===== src/rtl/zeroriscy_sys_arbiter.sv =====
// Arbitrates the instruction and data masters onto the single system slave port,
// keeping at most one transaction outstanding. Optional response timeout: SYS_ARB_TIMEOUT_EN.
module zeroriscy_sys_arbiter #(
    parameter int unsigned STARVE_MAX = 4,
    parameter int unsigned TIMEOUT    = 255,
    parameter int unsigned TO_W       = 8
) (
    input  logic        clk,
    input  logic        resetn,
    input  logic        im_req,
    input  logic [31:0] im_addr,
    output logic        im_gnt,
    output logic        im_rvalid,
    output logic [31:0] im_rdata,
    output logic        im_err,
    input  logic        dm_req,
    input  logic        dm_we,
    input  logic [3:0]  dm_be,
    input  logic [31:0] dm_addr,
    input  logic [31:0] dm_wdata,
    output logic        dm_gnt,
    output logic        dm_rvalid,
    output logic [31:0] dm_rdata,
    output logic        dm_err,
    output logic        ss_req,
    output logic        ss_we,
    output logic [3:0]  ss_be,
    output logic [31:0] ss_addr,
    output logic [31:0] ss_wdata,
    input  logic        ss_gnt,
    input  logic        ss_rvalid,
    input  logic [31:0] ss_rdata,
    input  logic        ss_err,
    output logic        busy
);

    typedef enum logic {ST_IDLE = 1'b0, ST_BUSY = 1'b1} state_e;

    localparam logic       SEL_DM     = 1'b0;
    localparam logic       SEL_IM     = 1'b1;
    localparam logic [3:0] STARVE_LIM = 4'(STARVE_MAX);

    state_e      state_r, state_n_s;
    logic        owner_r, lock_r, lock_win_r;
    logic [3:0]  starve_cnt_r;
    logic        winner_s, accept_s, resp_s, timeout_s;
    logic        resp_err_s;
    logic [31:0] resp_data_s;

`ifdef SYS_ARB_TIMEOUT_EN
    localparam logic [TO_W-1:0] TO_LAST = TO_W'(TIMEOUT - 32'd1);
    logic [TO_W-1:0] to_cnt_r;

    // Fires in the TIMEOUT-th BUSY cycle when the slave has still not answered.
    assign timeout_s = (state_r == ST_BUSY) && (to_cnt_r == TO_LAST) && !ss_rvalid;

    // Busy-cycle counter, restarted on every accept.
    always_ff @(posedge clk) begin
        if (!resetn) begin
            to_cnt_r <= {TO_W{1'b0}};
        end else if (accept_s) begin
            to_cnt_r <= {TO_W{1'b0}};
        end else if (state_r == ST_BUSY) begin
            to_cnt_r <= to_cnt_r + {{(TO_W-1){1'b0}}, 1'b1};
        end
    end
`else
    logic unused_to_cfg_s;
    assign unused_to_cfg_s = (TIMEOUT >= (32'd1 << TO_W));
    assign timeout_s       = 1'b0;
`endif

    // Winner selection and request/response decode.
    always_comb begin
        winner_s    = SEL_DM;
        ss_req      = 1'b0;
        resp_s      = 1'b0;
        resp_err_s  = 1'b1;
        resp_data_s = 32'h0;
        if (lock_r) begin
            winner_s = lock_win_r;
        end else if (im_req && (!dm_req || starve_cnt_r == STARVE_LIM)) begin
            winner_s = SEL_IM;
        end else begin
            winner_s = SEL_DM;
        end
        if (resetn && state_r == ST_IDLE) begin
            ss_req = im_req | dm_req;
        end else if (resetn) begin
            resp_s = ss_rvalid | timeout_s;
        end else begin
            ss_req = 1'b0;
        end
        if (ss_rvalid) begin
            resp_err_s  = ss_err;
            resp_data_s = ss_rdata;
        end else begin
            resp_err_s  = 1'b1;
            resp_data_s = 32'h0;
        end
    end

    assign accept_s  = ss_req & ss_gnt;
    assign state_n_s = accept_s ? ST_BUSY : (resp_s ? ST_IDLE : state_r);

    assign ss_we    = (winner_s == SEL_DM) ? dm_we    : 1'b0;
    assign ss_be    = (winner_s == SEL_DM) ? dm_be    : 4'hf;
    assign ss_addr  = (winner_s == SEL_DM) ? dm_addr  : im_addr;
    assign ss_wdata = (winner_s == SEL_DM) ? dm_wdata : 32'h0;

    assign im_gnt    = accept_s & (winner_s == SEL_IM);
    assign dm_gnt    = accept_s & (winner_s == SEL_DM);
    assign im_rvalid = resp_s & (owner_r == SEL_IM);
    assign dm_rvalid = resp_s & (owner_r == SEL_DM);
    assign im_rdata  = im_rvalid ? resp_data_s : 32'h0;
    assign dm_rdata  = dm_rvalid ? resp_data_s : 32'h0;
    assign im_err    = im_rvalid & resp_err_s;
    assign dm_err    = dm_rvalid & resp_err_s;
    assign busy      = resetn & (state_r == ST_BUSY);

    // State, ownership, lock and starvation bookkeeping.
    always_ff @(posedge clk) begin
        if (!resetn) begin
            state_r      <= ST_IDLE;
            owner_r      <= SEL_DM;
            lock_r       <= 1'b0;
            lock_win_r   <= SEL_DM;
            starve_cnt_r <= 4'd0;
        end else begin
            state_r <= state_n_s;
            if (accept_s) begin
                owner_r <= winner_s;
                lock_r  <= 1'b0;
                if (winner_s == SEL_IM) begin
                    starve_cnt_r <= 4'd0;
                end else if (im_req && starve_cnt_r != STARVE_LIM) begin
                    starve_cnt_r <= starve_cnt_r + 4'd1;
                end
            end else if (ss_req) begin
                // A stalled request keeps its winner until the slave accepts it.
                lock_r     <= 1'b1;
                lock_win_r <= winner_s;
            end
        end
    end

endmodule

===== config.mk =====
export PLATFORM = sky130hd
export DESIGN_NAME = zeroriscy_sys_arbiter
export DESIGN_NICKNAME = d
export VERILOG_FILES = /design/src/rtl/zeroriscy_sys_arbiter.sv
export SDC_FILE = /design/constraint.sdc
export NUM_CORES = 1
export LEC_CHECK = 0
export ABC_CLOCK_PERIOD_IN_PS = 1860
export BUFFER_PORTS_ARGS = -buffer_cell sky130_fd_sc_hd__buf_2
export CAP_MARGIN = 5
export CORE_AREA = 2 2 108 110
export DETAILED_ROUTE_END_ITERATION = 6
export DIE_AREA = 0 0 110 112
export PLACE_DENSITY = 0.6
export SETUP_SLACK_MARGIN = 0.15
export SYNTH_ARGS = -nofsm -noshare
export SYNTH_HDL_FRONTEND = slang
export SYNTH_SLANG_ARGS = --single-unit

===== constraint.sdc =====
create_clock -name clk -period 1.86 [get_ports clk]
set_input_delay 0.186 -clock clk [delete_from_list [all_inputs] [get_ports clk]]
set_output_delay 0.186 -clock clk [all_outputs]
set_load 0.005 [all_outputs]

# After elaboration in Yosys (flattened, before gate mapping)
# Cells that the tools add are included.
[word_totals]
output_inout_bits = 141
reg_bits = 8
inputBits = 140
word_cells = 49
[op_classes]
n_eq_ne = 2
n_addsub = 1
bitwise = 14
muxes = 17
n_reduce_logical = 10
[ops]
columns = ["cell", "count"]
rows = [
  ["32-bit two-way mux", 5],
  ["4-bit two-way mux", 3],
  ["1-bit two-way mux", 9],
  ["1-bit AND", 8],
  ["1-bit NOT", 5],
  ["4-bit by 1-bit adder with 4-bit output, second input constant", 1],
  ["4-bit by 3-bit == test with 1-bit output, second input constant", 1],
  ["4-bit by 3-bit != test with 1-bit output, second input constant", 1],
  ["2-bit AND reduction", 2],
  ["2-bit nonzero test", 2],
  ["1-bit logical AND", 3],
  ["2-bit OR reduction", 1],
  ["1-bit zero test", 1],
  ["1-bit logical OR", 1],
  ["1-bit OR", 1],
]

# Depth between registers and ports, before layout
[depth]
ltp_word = 7
depth_mapped = 8

# Worst setup path after synthesis
# Ideal clock, no wire load.
[synth_timing]
path_kind = "register -> output"
startpoint = "register starve_cnt_r[0]"
endpoint = "output port ss_addr[10]"
slack_ns = 0.025
required_ns = 1.674
path_stages_with_launch = 8
n_path_buf = 2
arrival_ns = 1.649
cell_sequence = "dfxtp_1 inv_1 ha_1 nand3b_1 a31o_2 buf_2 buf_2 mux2_2"
[synth_between]
elab_chain_cells = 6
[synth_rtl]
columns = ["item", "line", "rtl"]
rows = [
  ["start: declaration", "45", "logic [3:0] starve_cnt_r;"],
  ["start signal: assignment", "137", "starve_cnt_r <= starve_cnt_r + 4'd1;"],
  ["4-bit by 3-bit == test with 1-bit output", "82", "end else if (im_req && (!dm_req || starve_cnt_r == STARVE_LIM)) begin"],
  ["1-bit logical OR", "82", ""],
  ["1-bit logical AND", "82", ""],
  ["1-bit two-way mux", "82", ""],
  ["1-bit two-way mux", "80", "if (lock_r) begin"],
  ["32-bit two-way mux", "108", "assign ss_addr = (winner_s == SEL_DM) ? dm_addr : im_addr;"],
  ["end: declaration", "28", "output logic [31:0] ss_addr,"],
]
# No other way between the ends.

# Worst setup path after layout
[layout_timing]
startpoint = "register starve_cnt_r[0]"
endpoint = "output port ss_addr[9]"
# Same word-level chain as after synthesis.

==> results_dict.tcl <==
set metrics [dict create \
    antenna_found_initial 1 \
    path_cells "inv_2, ha_2, nand3b_1, a31o_4, buf_12, buf_16, mux2_2, buf_2" \
    tightestPinTransition_ns 0.4768 \
    hp-class "primary input to flip-flop" \
    worstPathArrival_ns 1.80 \
    fin_nets 636 \
    synth.top_cell.area_share 0.4038 \
    drc_errors 0 \
    grt_max_degree 35 \
    slowest_delay_ns 0.32 \
    critPathMaxFanout 6 \
    place_congestion 0.8215 \
    worst_path_max_delay_cell "dfxtp_2" \
    skew_ns 0.0009332 \
    drt_iter0_drc 95 \
    seqCellArea_um2 163.9 \
    cts_tree "done" \
    ir_drop_mv 0.1865 \
    vias_per_cell 4.104 \
    status "finished, violations left" \
    fin_cells 636 \
    slew_violations 0 \
    path_class "flip-flop to primary output" \
    ioPinCount 281 \
    grt_pass1_vias 2438 \
    p_leak_nw 2.060 \
    post_dp_cell_area_um2 3136 \
    clk_latency_ns 0.23 \
    rows 39 \
    power_density_nw_per_um2 359.0 \
    finalWirelength_mm 9.894 \
    yosys-top-cells-area "and2_1 (40%), mux2_2 (23%), dfxtp_1 (10%)" \
    root_buffer "clkbuf_16" \
    grt.overflow.total 0 \
    synthArstFlopShare 0 \
    cp-end-kind "primary output" \
    dieArea_um2 12320 \
    cp.required_ns 1.67 \
    relSlewSlack 0.6807 \
    ant_nets 0 \
    cts.reportedPaths.clkPinSlew_ns 0.04 \
    synth_edf_count 0 \
    ys_types 34 \
    synth_seq_cells 8 \
    wl_per_cell_um 15.56 \
    final_cell_area_um2 3541 \
    timing.final.ws_setup_ns -0.1266 \
    syn_nets 349 \
    netlist_instances 207 \
    vias 2610 \
    drv_cap 0 \
    clockBufferDepth 2 \
    portBuffers 280 \
    yosysMostFrequentCell "and2_1" \
    dr.pass1.iters 4 \
    setup_viol 59 \
    die_h_um 112 \
    postSynthAreaPerCell_um2 7.410 \
    synth_common_cells "and2_1 (99), mux2_2 (32), clkbuf_1 (11)" \
    start_util 0.1373 \
    htreeDepth 1 \
    coreArea_um2 11170 \
    synth_ff_type "dfxtp_1" \
    violations "negative setup slack" \
    cp-start-kind "flip-flop" \
    synth.largest_area_cell "and2_1" \
    numCtsBuffers 3 \
    multi_input_area_um2 1341 \
    final.period_utilization 1.068 \
    grt_pass1_wl_mm 13.20 \
    timing_hold_violations_final 0 \
    yosysSeqAreaShare 0.1044 \
    drive_gt1_frac 0.7297 \
    fmax_mhz 503.4 \
    path_buf_inv 4 \
    clock-sinks 8 \
    synth_area_um2 1534 \
    rsz0062_at_grt "true" \
    layout_min_cycle_time_ns 1.987 \
    hold_buffers 0 \
    grt_usage 0.1401 \
    critPathTopFamily "buffers and inverters" \
    die_w_um 110 \
    hpwl_mm 8.174 \
    area_growth_pct 130.8 \
    yosys_warnings 0 \
    nFillCells 1198 \
    pre_cts_slack_ns 0.06473 \
    dp_cells 622 \
]
## logic make-up (layout without fill, tap and decap cells)
kind of cell,after synthesis,in the layout,synth area share
AO/OA/AOI/OAI,15,15,0.06282
adder cells (fa/ha/maj),2,2,0.01631
buffers and inverters,23,308,0.06525
flip-flops,8,8,0.1044
multiplexers,34,34,0.2480
other,0,1,0
AND/OR/NAND/NOR,125,125,0.5033
## cells in the final DEF, fill, tap and decap left out, drive strengths merged
cell type / Yosys / layout
or3: 1 / 1
inv: 6 / 6
or4b: 1 / 1
nor3: 1 / 1
a21boi: 1 / 1
nand4b: 1 / 1
o21a: 1 / 1
diode: 0 / 1
nor3b: 1 / 1
nor2: 4 / 4
ha: 2 / 2
a31oi: 1 / 1
o2bb2ai: 1 / 1
nand2: 3 / 3
buf: 5 / 298
o211ai: 1 / 1
clkbuf: 12 / 4
nand2b: 5 / 5
mux2i: 2 / 2
dfxtp: 8 / 8
a21oi: 3 / 3
o21ai: 4 / 4
nand3b: 2 / 2
o22ai: 1 / 1
nor4: 1 / 1
mux2: 32 / 32
o41ai: 1 / 1
and2: 99 / 99
nand4: 1 / 1
nand3: 4 / 4
and3: 1 / 1
a31o: 1 / 1
## what timing repair did
action / in CTS / in global routing
pin swaps: 14 / 0
endpoints found under the setup margin: 72 / 105
gates resized for setup: 37 / 9
gates cloned: 3 / 1
setup buffers: 6 / 0
## metal layers
layer,GRT usage,up-vias,wire length [µm]
met5,0,-,14
met4,0.02785,2,84
met3,0.03571,10,1166
met2,0.2434,176,4630
met1,0.1726,1171,3998
li1,-,1251,-
## per-stage QoR
| step | hold WS, ns | util | total power [mW] | TNS (ns) |
|---|---|---|---|---|
| finish | 0.1721 | 0.3169 | 1.271 | -4.463 |
| global route | 0.1951 | 0.3167 | 1.338 | -8.733 |
| CTS | 0.1690 | 0.3128 | 1.276 | -4.213 |
| detailed placement | 0.4181 | 0.2806 | 0.7823 | 0 |
| global placement | 0.4106 | 0.2806 | 0.7816 | 0 |
| floorplan | 0.2979 | - | 0.4354 | 0 |
## report_power, final
group          switching, mW  total, mW  internal, mW
sequential           0.00600      0.186         0.180
clock                 0.0866      0.364         0.277
combinational          0.290      0.721         0.432
total                  0.382       1.27         0.889
## worst paths after layout
path	from	endpoint	slack, ns	cells past startpoint
setup / recovery	starve_cnt_r[0]	ss_addr[9]	-0.13	8
hold / removal	ss_rvalid	state_r	0.17	2
setup reg to reg	starve_cnt_r[0]	starve_cnt_r[2]	0.18	10
hold reg to reg	lock_win_r	lock_win_r	0.46	2
## flip-flops by register name, summed over array words and instances, names as in the netlist
register and cells:
lock_r 1, starve_cnt_r 4, lock_win_r 1, owner_r 1, state_r 1
## final cells by class
cell class                      instances  share of cell area
Antenna cell                            1           0.0007067
Clock buffer                            3             0.02120
Inverter                                6            0.006360
Multi-Input combinational cell        176              0.3788
Sequential cell                         8             0.04629
Tap cell                              143             0.05053
Timing Repair Buffer                  299              0.4961
No activity file was read; power rests on OpenSTA's default activity.
